`src/rtl/dsp_mult_arbiter_pkg.sv`:
```
// Shared definitions for the DSP multiplier arbiter: operand widths, the
// ownership tag carried alongside each in-flight product, and the constant
// feedback code that keeps the DSP tile in plain multiply mode.
package dsp_mult_arb_pkg;

  // Operand and product widths of the qlf_k6n10f DSP tile in multiply mode.
  localparam int A_W = 20;
  localparam int B_W = 18;
  localparam int Z_W = 38;

  // Tag ID field is sized for the largest supported requester count (8).
  // Narrower configurations zero-extend into it.
  localparam int TAG_ID_W = 3;

  // Feedback code for "multiply only, no accumulate".
  localparam logic [2:0] FEEDBACK_MULT = 3'h0;

  // Ownership tag that travels beside each product through the DSP latency.
  typedef struct packed {
    logic                valid;
    logic [TAG_ID_W-1:0] id;
  } tag_t;

  // Wrap an index that may exceed the requester count by less than one lap.
  function automatic int rr_wrap(input int idx, input int n);
    return (idx >= n) ? (idx - n) : idx;
  endfunction

endpackage

```
`src/rtl/dsp_mult_arbiter_rr_arbiter.sv`:
```
// Combinational round-robin arbiter. The search starts one position after
// the last granted index and wraps; the first asserted request wins.
module rr_arbiter
  import dsp_mult_arb_pkg::*;
#(
  parameter int NUM_REQ = 4,
  parameter int ID_W    = 2
) (
  input  logic [NUM_REQ-1:0] req,
  input  logic [ID_W-1:0]    last_grant,
  output logic [NUM_REQ-1:0] grant,
  output logic [ID_W-1:0]    grant_idx,
  output logic               grant_valid
);

  // Candidate gi is the requester that sits gi+1 places after last_grant.
  logic [ID_W-1:0]    cand_idx [NUM_REQ];
  logic [NUM_REQ-1:0] cand_req;

  genvar gi;
  for (gi = 0; gi < NUM_REQ; gi++) begin : g_cand
    assign cand_idx[gi] = ID_W'(rr_wrap(int'(last_grant) + gi + 1, NUM_REQ));
    assign cand_req[gi] = req[cand_idx[gi]];
  end

  // Priority pick over the rotated candidates: nearest offset wins, so scan
  // from the far end and let closer candidates overwrite.
  always_comb begin
    grant       = '0;
    grant_idx   = '0;
    grant_valid = 1'b0;
    for (int k = NUM_REQ - 1; k >= 0; k--) begin
      if (cand_req[k]) begin
        grant_idx   = cand_idx[k];
        grant_valid = 1'b1;
      end
    end
    grant[grant_idx] = grant_valid;
  end

endmodule

```
`src/rtl/dsp_mult_arbiter.sv`:
```
// Shares one multiply-only DSP tile among NUM_REQ requesters. One operand
// pair is accepted per cycle by round-robin, registered onto the DSP input
// ports, and its owner is carried through a tag pipeline matching the DSP
// latency so each product leaves on the result bus with its requester ID.
module dsp_mult_arbiter
  import dsp_mult_arb_pkg::*;
#(
  parameter int NUM_REQ      = 4,
  parameter int ID_W         = 2,
  parameter int MULT_LATENCY = 0
) (
  input  logic                   clock_i,
  input  logic                   reset_i,
  input  logic [NUM_REQ-1:0]     req_valid_i,
  output logic [NUM_REQ-1:0]     req_ready_o,
  input  logic [NUM_REQ*A_W-1:0] req_a_i,
  input  logic [NUM_REQ*B_W-1:0] req_b_i,
  input  logic [NUM_REQ-1:0]     req_unsigned_a_i,
  input  logic [NUM_REQ-1:0]     req_unsigned_b_i,
  output logic [A_W-1:0]         dsp_a_o,
  output logic [B_W-1:0]         dsp_b_o,
  output logic                   dsp_unsigned_a_o,
  output logic                   dsp_unsigned_b_o,
  output logic [2:0]             dsp_feedback_o,
  input  logic [Z_W-1:0]         dsp_z_i,
  output logic                   res_valid_o,
  output logic [ID_W-1:0]        res_id_o,
  output logic [Z_W-1:0]         res_z_o,
  output logic                   busy_o
);

  // One tag stage for the operand register plus one per extra DSP stage.
  localparam int DEPTH = MULT_LATENCY + 1;

  // Unpacked per-requester operand lanes.
  logic [A_W-1:0] a_lane [NUM_REQ];
  logic [B_W-1:0] b_lane [NUM_REQ];

  // Arbiter results.
  logic [NUM_REQ-1:0] grant;
  logic [ID_W-1:0]    grant_idx;
  logic               grant_valid;
  logic               accept;

  // Operand registers feeding the DSP and the round-robin pointer.
  logic [A_W-1:0]  dsp_a_reg, dsp_a_next;
  logic [B_W-1:0]  dsp_b_reg, dsp_b_next;
  logic            dsp_ua_reg, dsp_ua_next;
  logic            dsp_ub_reg, dsp_ub_next;
  logic [ID_W-1:0] last_grant_reg, last_grant_next;

  // Ownership tag pipeline.
  tag_t             tag_next;
  tag_t             tag_reg [DEPTH];
  logic [DEPTH-1:0] tag_valid;

  genvar gi;
  for (gi = 0; gi < NUM_REQ; gi++) begin : g_lane
    assign a_lane[gi] = req_a_i[gi*A_W +: A_W];
    assign b_lane[gi] = req_b_i[gi*B_W +: B_W];
  end

  rr_arbiter #(
    .NUM_REQ (NUM_REQ),
    .ID_W    (ID_W)
  ) u_rr_arbiter (
    .req         (req_valid_i),
    .last_grant  (last_grant_reg),
    .grant       (grant),
    .grant_idx   (grant_idx),
    .grant_valid (grant_valid)
  );

  // Nobody is granted while reset is held, so no handshake can slip in.
  assign req_ready_o = reset_i ? '0 : grant;
  assign accept      = grant_valid & ~reset_i;

  // Select the winner's operands, flags and index; hold everything otherwise.
  always_comb begin
    dsp_a_next      = dsp_a_reg;
    dsp_b_next      = dsp_b_reg;
    dsp_ua_next     = dsp_ua_reg;
    dsp_ub_next     = dsp_ub_reg;
    last_grant_next = last_grant_reg;
    if (accept) begin
      dsp_a_next      = a_lane[grant_idx];
      dsp_b_next      = b_lane[grant_idx];
      dsp_ua_next     = req_unsigned_a_i[grant_idx];
      dsp_ub_next     = req_unsigned_b_i[grant_idx];
      last_grant_next = grant_idx;
    end
  end

  // Operand and pointer registers; the pointer resets to the last index so
  // requester 0 has first priority.
  always_ff @(posedge clock_i or posedge reset_i) begin
    if (reset_i) begin
      dsp_a_reg      <= '0;
      dsp_b_reg      <= '0;
      dsp_ua_reg     <= 1'b0;
      dsp_ub_reg     <= 1'b0;
      last_grant_reg <= ID_W'(NUM_REQ - 1);
    end else begin
      dsp_a_reg      <= dsp_a_next;
      dsp_b_reg      <= dsp_b_next;
      dsp_ua_reg     <= dsp_ua_next;
      dsp_ub_reg     <= dsp_ub_next;
      last_grant_reg <= last_grant_next;
    end
  end

  // A new tag enters the pipeline on every handshake; empty otherwise.
  always_comb begin
    tag_next       = '0;
    tag_next.valid = accept;
    tag_next.id    = TAG_ID_W'(grant_idx);
  end

  // Shift tags in lockstep with the DSP so the last stage lines up with the
  // product on dsp_z_i. Reset discards everything in flight.
  always_ff @(posedge clock_i or posedge reset_i) begin
    if (reset_i) begin
      for (int s = 0; s < DEPTH; s++) begin
        tag_reg[s] <= '0;
      end
    end else begin
      tag_reg[0] <= tag_next;
      for (int s = 1; s < DEPTH; s++) begin
        tag_reg[s] <= tag_reg[s-1];
      end
    end
  end

  for (gi = 0; gi < DEPTH; gi++) begin : g_busy
    assign tag_valid[gi] = tag_reg[gi].valid;
  end

  assign dsp_a_o          = dsp_a_reg;
  assign dsp_b_o          = dsp_b_reg;
  assign dsp_unsigned_a_o = dsp_ua_reg;
  assign dsp_unsigned_b_o = dsp_ub_reg;
  assign dsp_feedback_o   = FEEDBACK_MULT;

  assign res_valid_o = tag_reg[DEPTH-1].valid;
  assign res_id_o    = ID_W'(tag_reg[DEPTH-1].id);
  assign res_z_o     = dsp_z_i;
  assign busy_o      = |tag_valid;

endmodule

```
`config.mk`:
```
export PLATFORM = sky130hd
export DESIGN_NAME = dsp_mult_arbiter
export DESIGN_NICKNAME = d
export VERILOG_FILES = /design/src/rtl/dsp_mult_arbiter_pkg.sv /design/src/rtl/dsp_mult_arbiter_rr_arbiter.sv /design/src/rtl/dsp_mult_arbiter.sv
export SDC_FILE = /design/constraint.sdc
export NUM_CORES = 1
export LEC_CHECK = 0
export ABC_AREA = 1
export CAP_MARGIN = 10
export CORE_MARGIN = 2
export CORE_UTILIZATION = 26
export CTS_CLUSTER_SIZE = 8
export DETAILED_ROUTE_END_ITERATION = 16
export HOLD_SLACK_MARGIN = 0.1
export PLACE_DENSITY = 0.66
export SETUP_SLACK_MARGIN = 0.2
export SYNTH_ARGS = -nofsm -noshare
export SYNTH_HDL_FRONTEND = slang
export SYNTH_HIERARCHICAL = 1
export SYNTH_SLANG_ARGS = --single-unit
```
`constraint.sdc`:
```
create_clock -name clock_i -period 4.13 [get_ports clock_i]
set_input_delay 1.0325 -clock clock_i [delete_from_list [all_inputs] [get_ports clock_i]]
set_output_delay 1.0325 -clock clock_i [all_outputs]
set_load 0.05 [all_outputs]
```
==> metrics.txt <==
Seq/Total Area, Yosys between 20% and 30%; Chip Width roughly 130 µm; Max Root-Sink Buffers 2; vias in the first global route approximately 4100; post-cts resize count 0; total number of vias about 4200; crit path capture type primary output; largest net degree at the start of global routing 82; worst r2r path cells 17; Worst Hold Path Cells 2; Max transition margin 58.4%; core area roughly 15000 µm²; Leakage between 3 and 4 nW; Yosys cell types 21; IO Count about 290; Data required, critical path ~3.1 ns; Slew @ Worst Pin between 0.6 and 0.7 ns; Die Height ~130 µm; Fin. Hold Viols 0; Syn Area/Cell roughly 5.9 µm²; Reg2Reg Launch Point last_grant_reg[0]; Hold Crit Class reg -> reg; RSZ-0062 raised after global routing false; fmax around 270 MHz; routed vias/inst between 4 and 5; DRC 0; die area between 15000 and 20000 µm²; grt ovf 0; critical path class in -> out; initial DRC count between 200 and 250; Final #Nets 1016; # diodes 0; area delta synth->final 53.5%; Final Non-Filler Cells ~1000; htree depth 2; Fill cells between 1500 and 2000; launch point of the worst path req_valid_i[3]; Tmin final approximately 3.7 ns; Startpoint Class primary input; Placed Instances 989; DP HPWL 9180 µm; HP Start dsp_a_o[11]; WL final roughly 13000 µm; maxcap violations 0; Yosys reg bits 45; Total GRT Usage between 15 and 20%; Final Max Tran Viols 0; status complete, no violations; antenna violations before repair 0; Rows 44; total negative slack 0 ns; final period utilization about nine tenths; fraction of layout cells with a size suffix above 1 5.04%; antenna-violating nets left 0; PwrDens ~870 nW/µm²; wire per inst about 13 µm; DR pass1 iterations 4; final setup fails 0; skew final 0.00290 ns; CTS Hold Bufs 0; Synth warnings 6; critical path arrival about 2.7 ns; postcts setup bufs 0; Cell Area, Synth roughly 3900 µm²; Clock transition at path regs 0.06 ns; Tot Pwr a little over 0.005 W; Largest register FFs 20; cells after synthesis approximately 660; Initial Utilization about a quarter; VDD IR max just over 0.5 mV; clk root buf clkbuf_16; CTS Buf Count 5; # port buffers ~210; first-pass GRT wire length around 21000 µm; gp weighted congestion a little over 0.8; CP Max Fanout 4; CTS tree built; Worst-Skew Late Latency just under 0.3 ns; clock sinks between 40 and 50
[per-layer routing]
| layer | wire length [µm] | GRT usage (%) | share of wire (%) |
|---|---|---|---|
| met5 | 0 | 0 | 0 |
| met4 | 213 | 4.65 | 1.7 |
| met3 | 770 | 3.74 | 6.0 |
| met2 | 6160 | 27.5 | 48 |
| met1 | 5750 | 20.3 | 45 |
[cell type report]
type	instances	area [µm²]	area share, %
clock buffers	8	136	2.30
multi-input cells	460	1910	32.1
inverters	82	313	5.27
flip-flops and latches	45	1130	19.0
repair buffers	218	2220	37.4
well taps	184	230	3.88
[where the power goes]
part	switching (W)	internal [W]	total, W
combinational	0.00268	0.00131	0.00399
clock	0.000172	0.000226	0.000398
sequential	0.000133	0.000673	0.000806
total	0.00298	0.00221	0.00519
[metrics by stage]
step                      worst slack, ns  instance area, µm²  util (%)  hold WS [ns]
after floorplan                     0.708                3870         -         0.500
after global placement              0.458                5800      39.9         0.460
after detailed placement            0.431                5800      39.9         0.465
after CTS                           0.424                5940      40.8         0.483
after global routing                0.248                5940      40.8         0.505
final                               0.412                5940      40.8         0.479
[cell usage after synthesis]
| library cell | n | area [µm²] |
|---|---|---|
| buf_2 | 16 | 80.1 |
| buf_4 | 49 | 368 |
| buf_6 | 7 | 78.8 |
| conb_1 | 1 | 3.75 |
| dfrtp_1 | 43 | 1080 |
| dfstp_2 | 2 | 52.6 |
| inv_1 | 75 | 282 |
| inv_2 | 5 | 18.8 |
| inv_4 | 2 | 12.5 |
| nand2_1 | 365 | 1370 |
| nand2_2 | 9 | 56.3 |
| nand2_4 | 1 | 11.3 |
| nand2_8 | 1 | 20.0 |
| nand3_1 | 60 | 300 |
| nand3_2 | 1 | 10.0 |
| nor2_1 | 11 | 41.3 |
| nor2_2 | 2 | 12.5 |
| nor2_8 | 2 | 40.0 |
| o21ai_0 | 2 | 10.0 |
| o21ai_1 | 1 | 5.00 |
| o21ai_2 | 2 | 17.5 |
[worst paths after layout]
path,endpoint,slack [ns]
worst max-delay path,req_ready_o[2],0.41
worst min-delay path,dsp_a_o[11],0.48
worst max register to register,dsp_a_o[7],1.46
worst min register to register,dsp_a_o[11],0.48
max in group asynchronous,dsp_b_o[8],2.28
min in group asynchronous,dsp_a_o[18],1.43
[cell families after synthesis]
kind of cell	Yosys count	share of synthesized area [%]
flip-flops	45	29.2
buffers and inverters	154	21.7
AND/OR/NAND/NOR	452	48.2
other	1	0.0970
AO/OA/AOI/OAI	5	0.841
[critical path: stages]
cell and delay [ns]:
clkdlybuf4s50_1 0.48, inv_1 0.06, o21ai_2 0.19, nand2_2 0.09
nand2_1 0.07, nand3_1 0.08, nand2_2 0.11, inv_1 0.08
nor2_1 0.12, inv_1 0.05, nor2_1 0.16, buf_12 0.16
[cells in the final DEF (no fill, tap or decap), types with 2 or more instances in the layout]
master	count
nand2_1	365
clkdlybuf4s50_1	209
inv_1	75
nand3_1	60
dfrtp_1	43
nor2_1	11
nand2_2	9
inv_2	5
clkbuf_16	5
buf_12	5
buf_4	4
conb_1	3
clkbuf_1	3
inv_4	2
nor2_8	2
o21ai_0	2
dfstp_2	2
o21ai_2	2
nor2_2	2
Note: power is estimated with default switching activity, not from simulation.
